<file path="config.mk">
export PLATFORM = sky130hd
export DESIGN_NAME = ff_wr_arbiter
export DESIGN_NICKNAME = d
export VERILOG_FILES = /design/src/rtl/ff_wr_arbiter.sv
export SDC_FILE = /design/constraint.sdc
export NUM_CORES = 1
export LEC_CHECK = 0
export ABC_AREA = 1
export ABC_CLOCK_PERIOD_IN_PS = 2300
export BUFFER_PORTS_ARGS = -buffer_cell sky130_fd_sc_hd__buf_2
export CAP_MARGIN = 10
export CORE_MARGIN = 10
export CORE_UTILIZATION = 35
export CTS_CLUSTER_DIAMETER = 120
export CTS_CLUSTER_SIZE = 8
export DETAILED_ROUTE_END_ITERATION = 12
export PLACE_DENSITY = 0.61
export SLEW_MARGIN = 20
export SYNTH_ARGS = -nofsm -noshare
export SYNTH_HDL_FRONTEND = slang
export SYNTH_SLANG_ARGS = --single-unit
</file>
<file path="constraint.sdc">
create_clock -name clk -period 2.3 [get_ports clk]
set_clock_uncertainty 0.1 [all_clocks]
set_input_delay 0.345 -clock clk [delete_from_list [all_inputs] [get_ports clk]]
set_output_delay 0.345 -clock clk [all_outputs]
set_load 0.02 [all_outputs]
</file>
<file path="src/rtl/ff_wr_arbiter.sv">
// Round-robin write arbiter sharing one W-bit register between N requesters.
// Optional build macro FF_ARB_PRIO_EN gives requester 0 fixed priority over the ring.
module ff_wr_arbiter #(
    parameter int N = 4,
    parameter int W = 8
) (
    input  logic                 clk,
    input  logic                 rest,
    input  logic [N-1:0]         req,
    input  logic [N*W-1:0]       wdata,
    output logic [N-1:0]         gnt,
    output logic [W-1:0]         q,
    output logic                 busy,
    output logic [$clog2(N)-1:0] last_id
);

    localparam int IW = $clog2(N);

    typedef enum logic {IDLE, ACTIVE} state_t;

    state_t        state;
    state_t        state_nxt;
    logic [IW-1:0] ptr;
    logic [IW-1:0] ptr_nxt;
    logic [IW-1:0] sel;
    logic [N-1:0]  eligible;
    logic [N-1:0]  gnt_nxt;
    logic          any_elig;
    logic          ptr_upd;

    function automatic logic [IW-1:0] wrap_inc(input logic [IW-1:0] idx);
        if (idx == IW'(N - 1))
            return '0;
        else
            return idx + IW'(1);
    endfunction

    // Selection: a requester acked this cycle sits out, then scan the ring from ptr.
    always_comb begin
        logic [IW-1:0] cand;
        cand     = '0;
        eligible = req & ~gnt;
        sel      = '0;
        any_elig = 1'b0;
        ptr_upd  = 1'b1;
        for (int k = 0; k < N; k++) begin
            cand = IW'((int'(ptr) + k) % N);
            if (!any_elig && eligible[cand]) begin
                any_elig = 1'b1;
                sel      = cand;
            end
        end
`ifdef FF_ARB_PRIO_EN
        if (eligible[0]) begin
            any_elig = 1'b1;
            sel      = '0;
            ptr_upd  = 1'b0;
        end
`endif
        gnt_nxt = '0;
        if (any_elig)
            gnt_nxt[sel] = 1'b1;
        ptr_nxt = ptr_upd ? wrap_inc(sel) : ptr;
    end

    // Commit stage: only the selected lane is read, so X on other lanes never reaches q.
    always_ff @(posedge clk) begin
        if (rest) begin
            q       <= '0;
            gnt     <= '0;
            last_id <= '0;
            ptr     <= '0;
        end else begin
            gnt <= gnt_nxt;
            if (any_elig) begin
                q       <= wdata[sel*W +: W];
                last_id <= sel;
                ptr     <= ptr_nxt;
            end
        end
    end

    always_ff @(posedge clk) begin
        if (rest)
            state <= IDLE;
        else
            state <= state_nxt;
    end

    always_comb begin
        state_nxt = state;
        case (state)
            IDLE:    if (any_elig)  state_nxt = ACTIVE;
            ACTIVE:  if (!any_elig) state_nxt = IDLE;
            default: state_nxt = IDLE;
        endcase
    end

    always_comb begin
        busy = (state == ACTIVE);
    end

endmodule

</file>
; ---- Word level (Yosys, flattened, before mapping)
; Cells that the tools add are included.
[totals]
elab_cells = 48
register_bits = 17
[op_classes]
n_bitwise = 3
magnitude_cmp = 6
n_reduce_logical = 8
n_eq_ne = 1
n_addsub = 4
n_mux = 20
shifts = 1
[ops]
columns = operator, n
row1 = variable part select 32 x 6 -> 8 bit, 1
row2 = "< comparator 2 x 3 -> 1 bit, second input constant", 5
row3 = two-way mux 1 bit, 10
row4 = two-way mux 2 bit, 5
row5 = binary-select mux 1 bit (select 2 bit), 4
row6 = "adder 2 x 1 -> 2 bit, second input constant", 2
row7 = "adder 2 bit, second input constant", 2
row8 = bitwise AND 4 bit, 1
row9 = logical AND 1 bit, 4
row10 = inverter 4 bit, 1
row11 = zero test 1 bit, 3
row12 = demux 1 bit (select 2 bit), 1
row13 = "equality test 2 bit, second input constant", 1
row14 = ">= comparator 2 x 1 -> 1 bit, second input constant", 1
row15 = OR reduction 2 bit, 1
row16 = inverter 1 bit, 1

; ---- Longest topological paths before layout
; Gate-level depths: netlist of the first run.
[depth]
depth_word = 18
ltp_mapped = 15
ltp_nobuf = 13

; ---- Worst setup path after synthesis of the first run
; Ideal clock, no wire load.
[synth_path]
kind = register to register
startpoint = register gnt[3]
endpoint = register ptr[1]
stages_incl_launch_ff = 13
t_required_ns = 2.125
path_slack_ns = 0.434
arrival_time_ns = 1.691
setup_time_ns = 0.075
path_cell_list = dfxtp_1 > inv_1 > nand3_2 > nand2_2 > nand2_1 > nand2_2 > nand2_4 > nand2_2 > nand2_4 > nand3_4 > buf_8 > ha_1 > o21ai_0
[synth_via]
elab_chain_cells = 16
elab_cells_between_ends = 27
cone_classes = add/sub: 1 / eq/ne: 1 / mux: 17 / bitwise: 2 / reduce/logical: 6
[synth_lines]
columns = element, line
row1 = from (decl), 11  ; output logic [N-1:0] gnt,
row2 = from (signal assigned), 74  ; gnt <= gnt_nxt;
row3 = inverter 4 bit (*), 42  ; eligible = req & ~gnt;
row4 = bitwise AND 4 bit (*), 42
row5 = binary-select mux 1 bit (select 2 bit), 48  ; if (!any_elig && eligible[cand]) begin
row6 = two-way mux 1 bit (implied by the code), 48
row7 = two-way mux 1 bit, 48
row8 = zero test 1 bit, 48
row9 = logical AND 1 bit, 48
row10 = two-way mux 1 bit, 48
row11 = zero test 1 bit, 48
row12 = logical AND 1 bit, 48
row13 = two-way mux 1 bit, 48
row14 = zero test 1 bit, 48
row15 = logical AND 1 bit, 48
row16 = two-way mux 2 bit, 48
row17 = adder 2 x 1 -> 2 bit / equality test 2 bit (equally long branches), "35, 32"
row18 = two-way mux 2 bit, 32  ; if (idx == IW'(N - 1))
row19 = to (signal assigned), 78  ; ptr <= ptr_nxt;
row20 = to (decl), 23  ; logic [IW-1:0] ptr;
; Every way passes the cells marked *; elsewhere a longest branch is shown, timed or not. The select of a mux whose other input is x is not followed.
; A chain may end at the register's enable or synchronous reset.

; ---- Worst setup path after layout of the first run
[layout_path]
startpoint = register ptr[1]
endpoint = register ptr[1]
[layout_via]
elab_chain_cells = 14
elab_cells_between_ends = 28
cone_classes = add/sub: 4 / eq/ne: 1 / mux: 17 / reduce/logical: 6
[layout_lines]
columns = element
row1 = branches (longest 14 deep; another with adder 2 x 1 -> 2 bit)
; Several ways; the timed one is not identified. The select of a mux whose other input is x is not followed.

==> results.py, run 1 <==
metrics = {
    "setup_path": {
        "critPathRequiredTime_ns": 2.38,
        "cp_max_fo": 18,
        "setup.worst_path.end_class": "flip-flop",
        "crit_arrival_ns": 2.12,
        "cpMostUsedCell": "nand2_4",
        "crit_slowest_cell": "dfxtp_1",
        "worstPathCellList": "inv_4 > nand2_2 > nand2_4 > nand3_2 > nand2_4 > nand2_4 > nand2_2 > nand2_4 > nand3_4 > ha_1 > o21ai_0",
        "startpoint_type": "flip-flop",
        "critPathMaxStageDelay_ns": 0.53,
        "critPathKind": "flip-flop to flip-flop",
    },
    "yosys": {
        "ys_ff_latch": 17,
        "synth_top_area_cell": "dfxtp_1",
        "synth_nets": 221,
        "synthTopCellsByCount": "nand2_1, nand3_1, dfxtp_1, nand4_1, nand2_2",
        "synth_edf_count": 0,
        "synthCells": 181,
        "ys_types": 22,
        "synth_warnings": 0,
        "synth_top_area_share_pct": 25.9,
        "yosys.cell_count.top_type": "nand2_1",
        "ys_dominant_reg_cell": "dfxtp_1",
        "syn-cell-area_sq_um": 1310,
        "syn_avg_cell_area_sq_um": 7.25,
        "seq_area_frac_synth_pct": 25.9,
        "synthTopCellsByArea": "dfxtp_1, nand3_1, nand2_1",
        "async_reset_ff_share_pct": 0,
    },
    "floorplan": {
        "core_area_sq_um": 3630,
        "io_pins": 53,
        "initial_core_util_pct": 36.1,
        "num_rows": 22,
        "die_area_sq_um": 6600,
        "die_w_microns": 81.2,
        "dieHeight_microns": 81.2,
    },
    "detailed_routing": {
        "wl_per_cell_microns": 13.2,
        "drc_errors": 0,
        "firstDrtPassIters": 4,
        "routed-via-count": 1380,
        "via_per_inst": 4.81,
        "detail-route-antenna-nets": 0,
        "drt_iter0_drc": 104,
        "routed_wl_microns": 3790,
    },
    "finish": {
        "fin_cells": 287,
        "final_net_count": 280,
        "drive_gt1_share_pct": 44.4,
        "area_delta_synth_final_pct": 28.5,
        "antennaDiodeCount": 0,
        "fillCellCount": 390,
        "utilization_pct": 46.4,
    },
    "global_route": {
        "grt_use_total_pct": 11.8,
        "grt_max_degree": 19,
        "grt_pass1_wl_microns": 6280,
        "grt_pass1_vias": 1425,
        "grt_overflow": 0,
        "antenna_found_initial": 0,
    },
    "run_status": {
        "outcome": "finished, final reports clean",
    },
    "sta": {
        "rsz0062_at_grt": "no",
        "tightest_slew_ns": 0.347,
        "holdWs_ns": 0.174,
        "fin_setup_tns_ns": 0,
        "final_max_slew_viol_count": 0,
        "fmax_mhz": 490,
        "timing.final.crit_share_pct": 88.7,
        "setup_viol": 0,
        "relSlewSlack_pct": 76.8,
        "hold_violations": 0,
        "fin_crit_ns": 2.04,
    },
    "cts": {
        "cts_root_buffer": "clkbuf_8",
        "cts.sinks": 17,
        "clk_path_buf_depth": 2,
        "clkTransAtPathRegs_ns": 0.06,
        "cts_hold_buf": 0,
        "cts_tree": "done",
        "postCtsSetupRepairBufs": 0,
        "cts_inserted_buffers": 3,
        "ctsHtreeMaxLevel": 1,
        "clk_latency_ns": 0.25,
    },
    "placed_design": {
        "place_congestion": 0.807,
        "hpwlAfterDp_microns": 3110,
        "numPortBuffers": 52,
        "dp.cells": 283,
    },
    "hold_path": {
        "hold_class": "input port to flip-flop",
    },
    "power": {
        "p_leak_nw": 0.882,
        "ir_drop_mv": 0.529,
        "finalPower_mw": 2.75,
        "cellPowerDensity_nw_per_um2": 1630,
    },
    "flow_run": {
        "drv_cap": 0,
    },
}
kinds of logic after synthesis:
family / count (synthesis) / share of synthesized area [%]
AND/OR/NAND/NOR: 136 / 60.8
buffers and inverters: 23 / 10.2
flip-flops: 17 / 25.9
AO/OA/AOI/OAI: 3 / 1.14
adder cells (fa/ha/maj): 2 / 1.91
repair_timing:
action,in CTS,in global routing
resized for setup,0,1
endpoints found under the hold margin,0,0
setup endpoints to repair,0,8
layer usage:
metal | up-vias | global-route usage, % | share of wire, %
li1 | 731 | - | -
met1 | 610 | 14.5 | 44
met2 | 35 | 18.6 | 48
met3 | 4 | 4.30 | 6.3
met4 | 0 | 3.98 | 0.90
met5 | - | 0 | 0
worst paths after layout:
path | slack, ns | start | depth (start not counted) | endpoint
min | 0.17 | rest | 2 | ptr[0]$_SDFFE_PP0P_
max reg2reg | 0.26 | ptr[1]$_SDFFE_PP0P_ | 11 | ptr[1]$_SDFFE_PP0P_
min reg2reg | 0.35 | q[6]$_SDFFE_PP0P_ | 2 | q[6]$_SDFFE_PP0P_
max | 0.26 | ptr[1]$_SDFFE_PP0P_ | 11 | ptr[1]$_SDFFE_PP0P_
layout by cell type (no fill, tap or decap), drive strengths merged:
| cell type | count |
|---|---|
| dfxtp | 17 |
| nand2 | 63 |
| nor2 | 7 |
| nand4 | 19 |
| ha | 2 |
| clkbuf | 4 |
| o21ai | 3 |
| nand3 | 45 |
| buf | 62 |
| inv | 15 |
| nor3 | 2 |
per-stage QoR:
| stage | setup WS [ns] | instance area [sq um] |
|---|---|---|
| floorplan | 0.434 | 1310 |
| global placement | 0.159 | 1640 |
| detailed placement | 0.127 | 1640 |
| CTS | 0.117 | 1690 |
| global route | 0.0856 | 1690 |
| finish | 0.259 | 1690 |
cell type report:
class	count	area [sq um]	share of cell area, %
timing repair buffer	62	335	19.9
inverter	15	66.3	3.93
clock buffer	4	45.0	2.67
sequential	17	342	20.3
tap	48	60.1	3.56
multi-input combinational	141	838	49.7
flip-flops by register name (all words and copies together), names as in the netlist:
signal and flops:
busy 1, q 8, gnt 4, last_id 2, ptr 2
where the power goes:
group | switching, mW | internal, mW
Combinational | 1.29 | 0.719
Clock | 0.104 | 0.123
Sequential | 0.0915 | 0.421
critical path, delay by kind of cell, from the launching register on:
family | cells | cell delay (ns)
AO/OA/AOI/OAI | 1 | 0.14
adder cells (fa/ha/maj) | 1 | 0.35
buffers and inverters | 1 | 0.11
flip-flops | 1 | 0.53
AND/OR/NAND/NOR | 8 | 0.74
(Power assumes the default switching activity.)
==> run 2, diff against run 1 <==
--- a/config.mk
+++ b/config.mk
@@ -6,7 +6,7 @@
 export NUM_CORES = 1
 export LEC_CHECK = 0
 export ABC_AREA = 1
-export ABC_CLOCK_PERIOD_IN_PS = 2300
+export ABC_CLOCK_PERIOD_IN_PS = 2350
 export BUFFER_PORTS_ARGS = -buffer_cell sky130_fd_sc_hd__buf_2
 export CAP_MARGIN = 10
 export CORE_MARGIN = 10
==> constraint.sdc (replaced) <==
create_clock -name clk -period 2.35 [get_ports clk]
set_clock_uncertainty 0.1 [all_clocks]
set_input_delay 0.3525 -clock clk [delete_from_list [all_inputs] [get_ports clk]]
set_output_delay 0.3525 -clock clk [all_outputs]
set_load 0.02 [all_outputs]
==> results.py, run 2 (same netlist as run 1, synthesis figures left out) <==
metrics = {
    "finish": {
        "layout_common_cells": "buf_2, nand2_1, nand3_1",
        "area_delta_synth_final_pct": 27.9,
        "final_common_cell": "buf_2",
        "antennaDiodeCount": 0,
        "largest_reg_flops": 8,
        "top_register": "q",
        "drive_gt1_share_pct": 44.1,
        "reg_top3": "q x8, gnt x4",
        "final_net_count": 279,
    },
    "setup_path": {
        "crit_family": "simple AND/OR/NAND/NOR gates",
        "crit_slowest_cell": "dfxtp_1",
        "crit_arrival_ns": 2.16,
        "startpoint_type": "flip-flop",
        "cpMostUsedCell": "nand2_1",
        "worstPathCellList": "buf_4 > nand2_1 > nand2_2 > nand3_1 > nand2_1 > nand4_4 > nand3_4 > ha_1 > o21ai_0",
        "critPathMaxStageDelay_ns": 0.45,
        "critPathKind": "flip-flop to flip-flop",
        "cp_max_fo": 18,
        "crit_buf_inv": 1,
        "critPathRequiredTime_ns": 2.42,
        "setup.worst_path.end_class": "flip-flop",
    },
    "sta": {
        "fin_crit_ns": 2.09,
        "rsz0062_at_grt": "no",
        "setup_viol": 0,
        "tightest_slew_ns": 0.267,
        "setup_ws_ns": 0.263,
        "fmax_mhz": 479,
        "timing.final.crit_share_pct": 88.8,
        "hold_violations": 0,
        "relSlewSlack_pct": 82.2,
        "fin_setup_tns_ns": 0,
        "final_max_slew_viol_count": 0,
    },
    "floorplan": {
        "core_area_sq_um": 3630,
        "io_pins": 53,
        "die_w_microns": 81.2,
        "die_area_sq_um": 6600,
        "initial_core_util_pct": 36.1,
        "num_rows": 22,
        "dieHeight_microns": 81.2,
    },
    "run_status": {
        "outcome": "finished, final reports clean",
    },
    "global_route": {
        "antenna_found_initial": 0,
        "grt_max_degree": 19,
        "grt_pass1_wl_microns": 5840,
        "grt_use_total_pct": 10.9,
        "grt_pass1_vias": 1294,
        "grt_overflow": 0,
    },
    "cts": {
        "ctsHtreeMaxLevel": 1,
        "cts_inserted_buffers": 3,
        "clk_path_buf_depth": 2,
        "cts_tree": "done",
        "clk_latency_ns": 0.24,
        "clkTransAtPathRegs_ns": 0.06,
        "postCtsSetupRepairBufs": 0,
        "post_cts_resized": 0,
        "cts_hold_buf": 0,
        "cts.sinks": 17,
        "cts_root_buffer": "clkbuf_8",
    },
    "detailed_routing": {
        "routed_wl_microns": 3660,
        "drt_iter0_drc": 82,
        "firstDrtPassIters": 4,
        "detail-route-antenna-nets": 0,
        "drc_errors": 0,
        "via_per_inst": 4.72,
        "routed-via-count": 1350,
        "wl_met1_microns": 1510,
        "top_layer": "met4",
        "wl_met3_microns": 315,
        "wl_per_cell_microns": 12.8,
        "route.met2.wl_microns": 1810,
    },
    "placed_design": {
        "hpwlAfterDp_microns": 3040,
        "dp_slack_ns": 0.222,
        "numPortBuffers": 52,
        "place_congestion": 0.864,
    },
    "power": {
        "ir_drop_mv": 0.550,
        "p_leak_nw": 0.878,
        "cellPowerDensity_nw_per_um2": 1580,
    },
    "flow_run": {
        "drv_cap": 0,
    },
    "hold_path": {
        "hold_class": "input port to flip-flop",
    },
}
==> run 2: cell types whose count changed in the layout (fill, tap and decap cells not counted), sizes merged <==
cell	before	now
buf	62	61
==> run 2: worst paths after layout <==
check,from,endpoint,slack [ns],cells past startpoint
worst min-delay path,rest,ptr[0]$_SDFFE_PP0P_,0.19,2
worst min register to register,q[2]$_SDFFE_PP0P_,q[2]$_SDFFE_PP0P_,0.35,2
worst max-delay path,ptr[1]$_SDFFE_PP0P_,ptr[1]$_SDFFE_PP0P_,0.26,9
worst max register to register,ptr[1]$_SDFFE_PP0P_,ptr[1]$_SDFFE_PP0P_,0.26,9
==> run 2: where the power goes <==
group	leakage [nW]	internal (mW)	total, mW	switching [mW]
Sequential	0.141	0.412	0.491	0.0798
Clock	0.0228	0.120	0.220	0.100
Combinational	0.714	0.699	1.95	1.25
Total	0.878	1.23	2.66	1.43
==> run 2: area by class of cell <==
type / count / area (sq um)
repair buffers: 61 / 328
well taps: 48 / 60.1
multi-input cells: 141 / 838
fillers: 397 / 1950
inverters: 15 / 66.3
flip-flops and latches: 17 / 342
clock buffers: 4 / 45.0
==> run 2: layer usage <==
metal	GRT usage [%]	vias to the layer above
met5	0	-
met2	16.7	36
met1	13.5	583
met3	4.64	2
met4	3.11	0
li1	-	729
==> run 2: per-stage QoR <==
step / utilization (%) / power, mW / hold WS [ns] / std cells / instance area, sq um
after floorplan: - / 2.07 / 0.324 / 181 / 1310
after global placement: 44.9 / 2.45 / 0.336 / 282 / 1630
after detailed placement: 44.9 / 2.46 / 0.337 / 282 / 1630
after CTS: 46.2 / 2.70 / 0.190 / 286 / 1680
final: 46.2 / 2.66 / 0.186 / 286 / 1680
after global routing: 46.2 / 2.94 / 0.179 / 286 / 1680
==> run 3, diff against run 2 <==
--- a/config.mk
+++ b/config.mk
@@ -6,15 +6,15 @@
 export NUM_CORES = 1
 export LEC_CHECK = 0
 export ABC_AREA = 1
-export ABC_CLOCK_PERIOD_IN_PS = 2350
+export ABC_CLOCK_PERIOD_IN_PS = 2000
 export BUFFER_PORTS_ARGS = -buffer_cell sky130_fd_sc_hd__buf_2
 export CAP_MARGIN = 10
 export CORE_MARGIN = 10
-export CORE_UTILIZATION = 35
+export CORE_UTILIZATION = 48
 export CTS_CLUSTER_DIAMETER = 120
 export CTS_CLUSTER_SIZE = 8
 export DETAILED_ROUTE_END_ITERATION = 12
-export PLACE_DENSITY = 0.61
+export PLACE_DENSITY = 0.79
 export SLEW_MARGIN = 20
 export SYNTH_ARGS = -nofsm -noshare
 export SYNTH_HDL_FRONTEND = slang
==> constraint.sdc (replaced) <==
create_clock -name clk -period 2 [get_ports clk]
set_clock_uncertainty 0.1 [all_clocks]
set_input_delay 0.3 -clock clk [delete_from_list [all_inputs] [get_ports clk]]
set_output_delay 0.3 -clock clk [all_outputs]
set_load 0.02 [all_outputs]
==> results.py, run 3 (same netlist as run 1, synthesis figures left out) <==
metrics = {
    "detailed_routing": {
        "routed_wl_microns": 3910,
        "drc_errors": 0,
        "drt_iter0_drc": 125,
        "routed-via-count": 1445,
        "detail-route-antenna-nets": 0,
        "via_per_inst": 5.33,
        "wl_per_cell_microns": 14.4,
        "firstDrtPassIters": 4,
    },
    "power": {
        "p_leak_nw": 0.902,
        "clockPowerShare_pct": 5.3,
        "switching_share_pct": 52.6,
        "cellPowerDensity_nw_per_um2": 2000,
        "ir_drop_mv": 1.23,
        "power_frac_seq_pct": 16.2,
        "combPwrFrac_pct": 78.5,
        "finalPower_mw": 3.45,
        "internal-power_mw": 1.63,
        "p_sw_mw": 1.81,
    },
    "sta": {
        "timing.final.crit_share_pct": 93.1,
        "setup_viol": 0,
        "fin_crit_ns": 1.86,
        "final_max_slew_viol_count": 0,
        "fmax_mhz": 537,
        "rsz0062_at_grt": "no",
        "fin_setup_tns_ns": 0,
        "holdWs_ns": 0.102,
        "relSlewSlack_pct": 86.7,
        "hold_violations": 0,
        "tightest_slew_ns": 0.199,
    },
    "run_status": {
        "outcome": "finished, final reports clean",
    },
    "cts": {
        "clk_path_buf_depth": 2,
        "clkTransAtPathRegs_ns": 0.10,
        "clk_latency_ns": 0.28,
        "cts_tree": "done",
        "cts.sinks": 17,
        "ctsHtreeMaxLevel": 1,
        "cts_root_buffer": "clkbuf_4",
        "cts_hold_buf": 0,
        "cts_inserted_buffers": 3,
    },
    "floorplan": {
        "num_rows": 18,
        "die_w_microns": 72.3,
        "core_area_sq_um": 2540,
        "die_area_sq_um": 5230,
        "io_pins": 53,
        "dieHeight_microns": 72.3,
        "initial_core_util_pct": 51.6,
    },
    "global_route": {
        "grt_use_total_pct": 14.5,
        "grt_overflow": 0,
        "grt_pass1_wl_microns": 6400,
        "grt_max_degree": 18,
        "antenna_found_initial": 0,
        "grt_pass1_vias": 1475,
    },
    "finish": {
        "drive_gt1_share_pct": 47.7,
        "area_delta_synth_final_pct": 31.5,
        "final_area_sq_um": 1730,
        "final_common_cell": "buf_2",
        "top_register": "q",
        "layout_common_cells": "buf_2, nand2_1, nand3_1",
        "final_net_count": 282,
        "reg_top3": "q x8, gnt x4",
        "utilization_pct": 67.8,
        "antennaDiodeCount": 0,
        "largest_reg_flops": 8,
    },
    "setup_path": {
        "critPathRequiredTime_ns": 2.09,
        "crit_family": "simple AND/OR/NAND/NOR gates",
        "cpMostUsedCell": "nand3_1",
        "cp_max_fo": 8,
        "worstPathCellList": "buf_12 > inv_8 > nand3_2 > nand3_2 > nand2_4 > nand4_1 > nand3_1 > nor2_4 > buf_2 > nand3_1 > nand3_1 > nand2_1",
        "setup.worst_path.end_class": "flip-flop",
        "startpoint_type": "flip-flop",
        "crit_buf_inv": 3,
        "cp.depth": 12,
        "critPathMaxStageDelay_ns": 0.34,
        "crit_slowest_cell": "dfxtp_1",
        "crit_arrival_ns": 1.95,
        "r2r_cells": 12,
        "critPathKind": "flip-flop to flip-flop",
    },
    "placed_design": {
        "dpl-instance-area_sq_um": 1640,
        "place_congestion": 0.886,
        "hpwlAfterDp_microns": 3120,
        "numPortBuffers": 52,
    },
    "hold_path": {
        "min_path_cells": 2,
        "hold_class": "input port to flip-flop",
    },
    "flow_run": {
        "drv_cap": 0,
    },
}
## run 3: repair_timing
item                       4_1_cts  5_1_grt
resized for setup                0        9
setup endpoints to repair        0       11
setup buffers                    0        1
## run 3: power groups by stage
stage	sequential, mW	clock, mW	combinational, mW
2_1_floorplan	0.683	0	1.75
3_3_place_gp	0.564	0	2.45
3_5_place_dp	0.567	0	2.48
4_1_cts	0.559	0.188	2.50
5_1_grt	0.575	0.203	2.98
6_report	0.559	0.182	2.71
## run 3: area by class of cell
| type | count | area, sq um |
|---|---|---|
| Clock buffer | 3 | 22.5 |
| Fill cell | 225 | 820 |
| Timing Repair Buffer | 64 | 389 |
| Multi-Input combinational cell | 141 | 863 |
| Sequential cell | 17 | 342 |
| Inverter | 15 | 66.3 |
| Tap cell | 30 | 37.5 |
| Clock inverter | 1 | 5.00 |
## run 3: path summary, 6_finish.rpt
path                       startpoint  slack (ns)                   to
setup / recovery  ptr[0]$_SDFFE_PP0P_        0.14    q[3]$_SDFFE_PP0P_
hold / removal                   rest        0.10  ptr[0]$_SDFFE_PP0P_
setup reg to reg  ptr[0]$_SDFFE_PP0P_        0.14    q[3]$_SDFFE_PP0P_
hold reg to reg     q[3]$_SDFFE_PP0P_        0.35    q[3]$_SDFFE_PP0P_
## run 3: metal layers
metal	global-route usage (%)	part of all wire (%)	vias to the layer above
li1	-	-	739
met1	16.6	39	648
met2	26.1	53	58
met3	3.81	7.9	0
met4	3.44	0	0
met5	0	0	-
## run 3: metrics by stage
stage                     setup WS, ns  instances
after global placement           0.118        265
after detailed placement        0.0754        265
final                            0.138        271
after floorplan                  0.134        181
after global routing           0.00314        271
after CTS                       0.0565        269
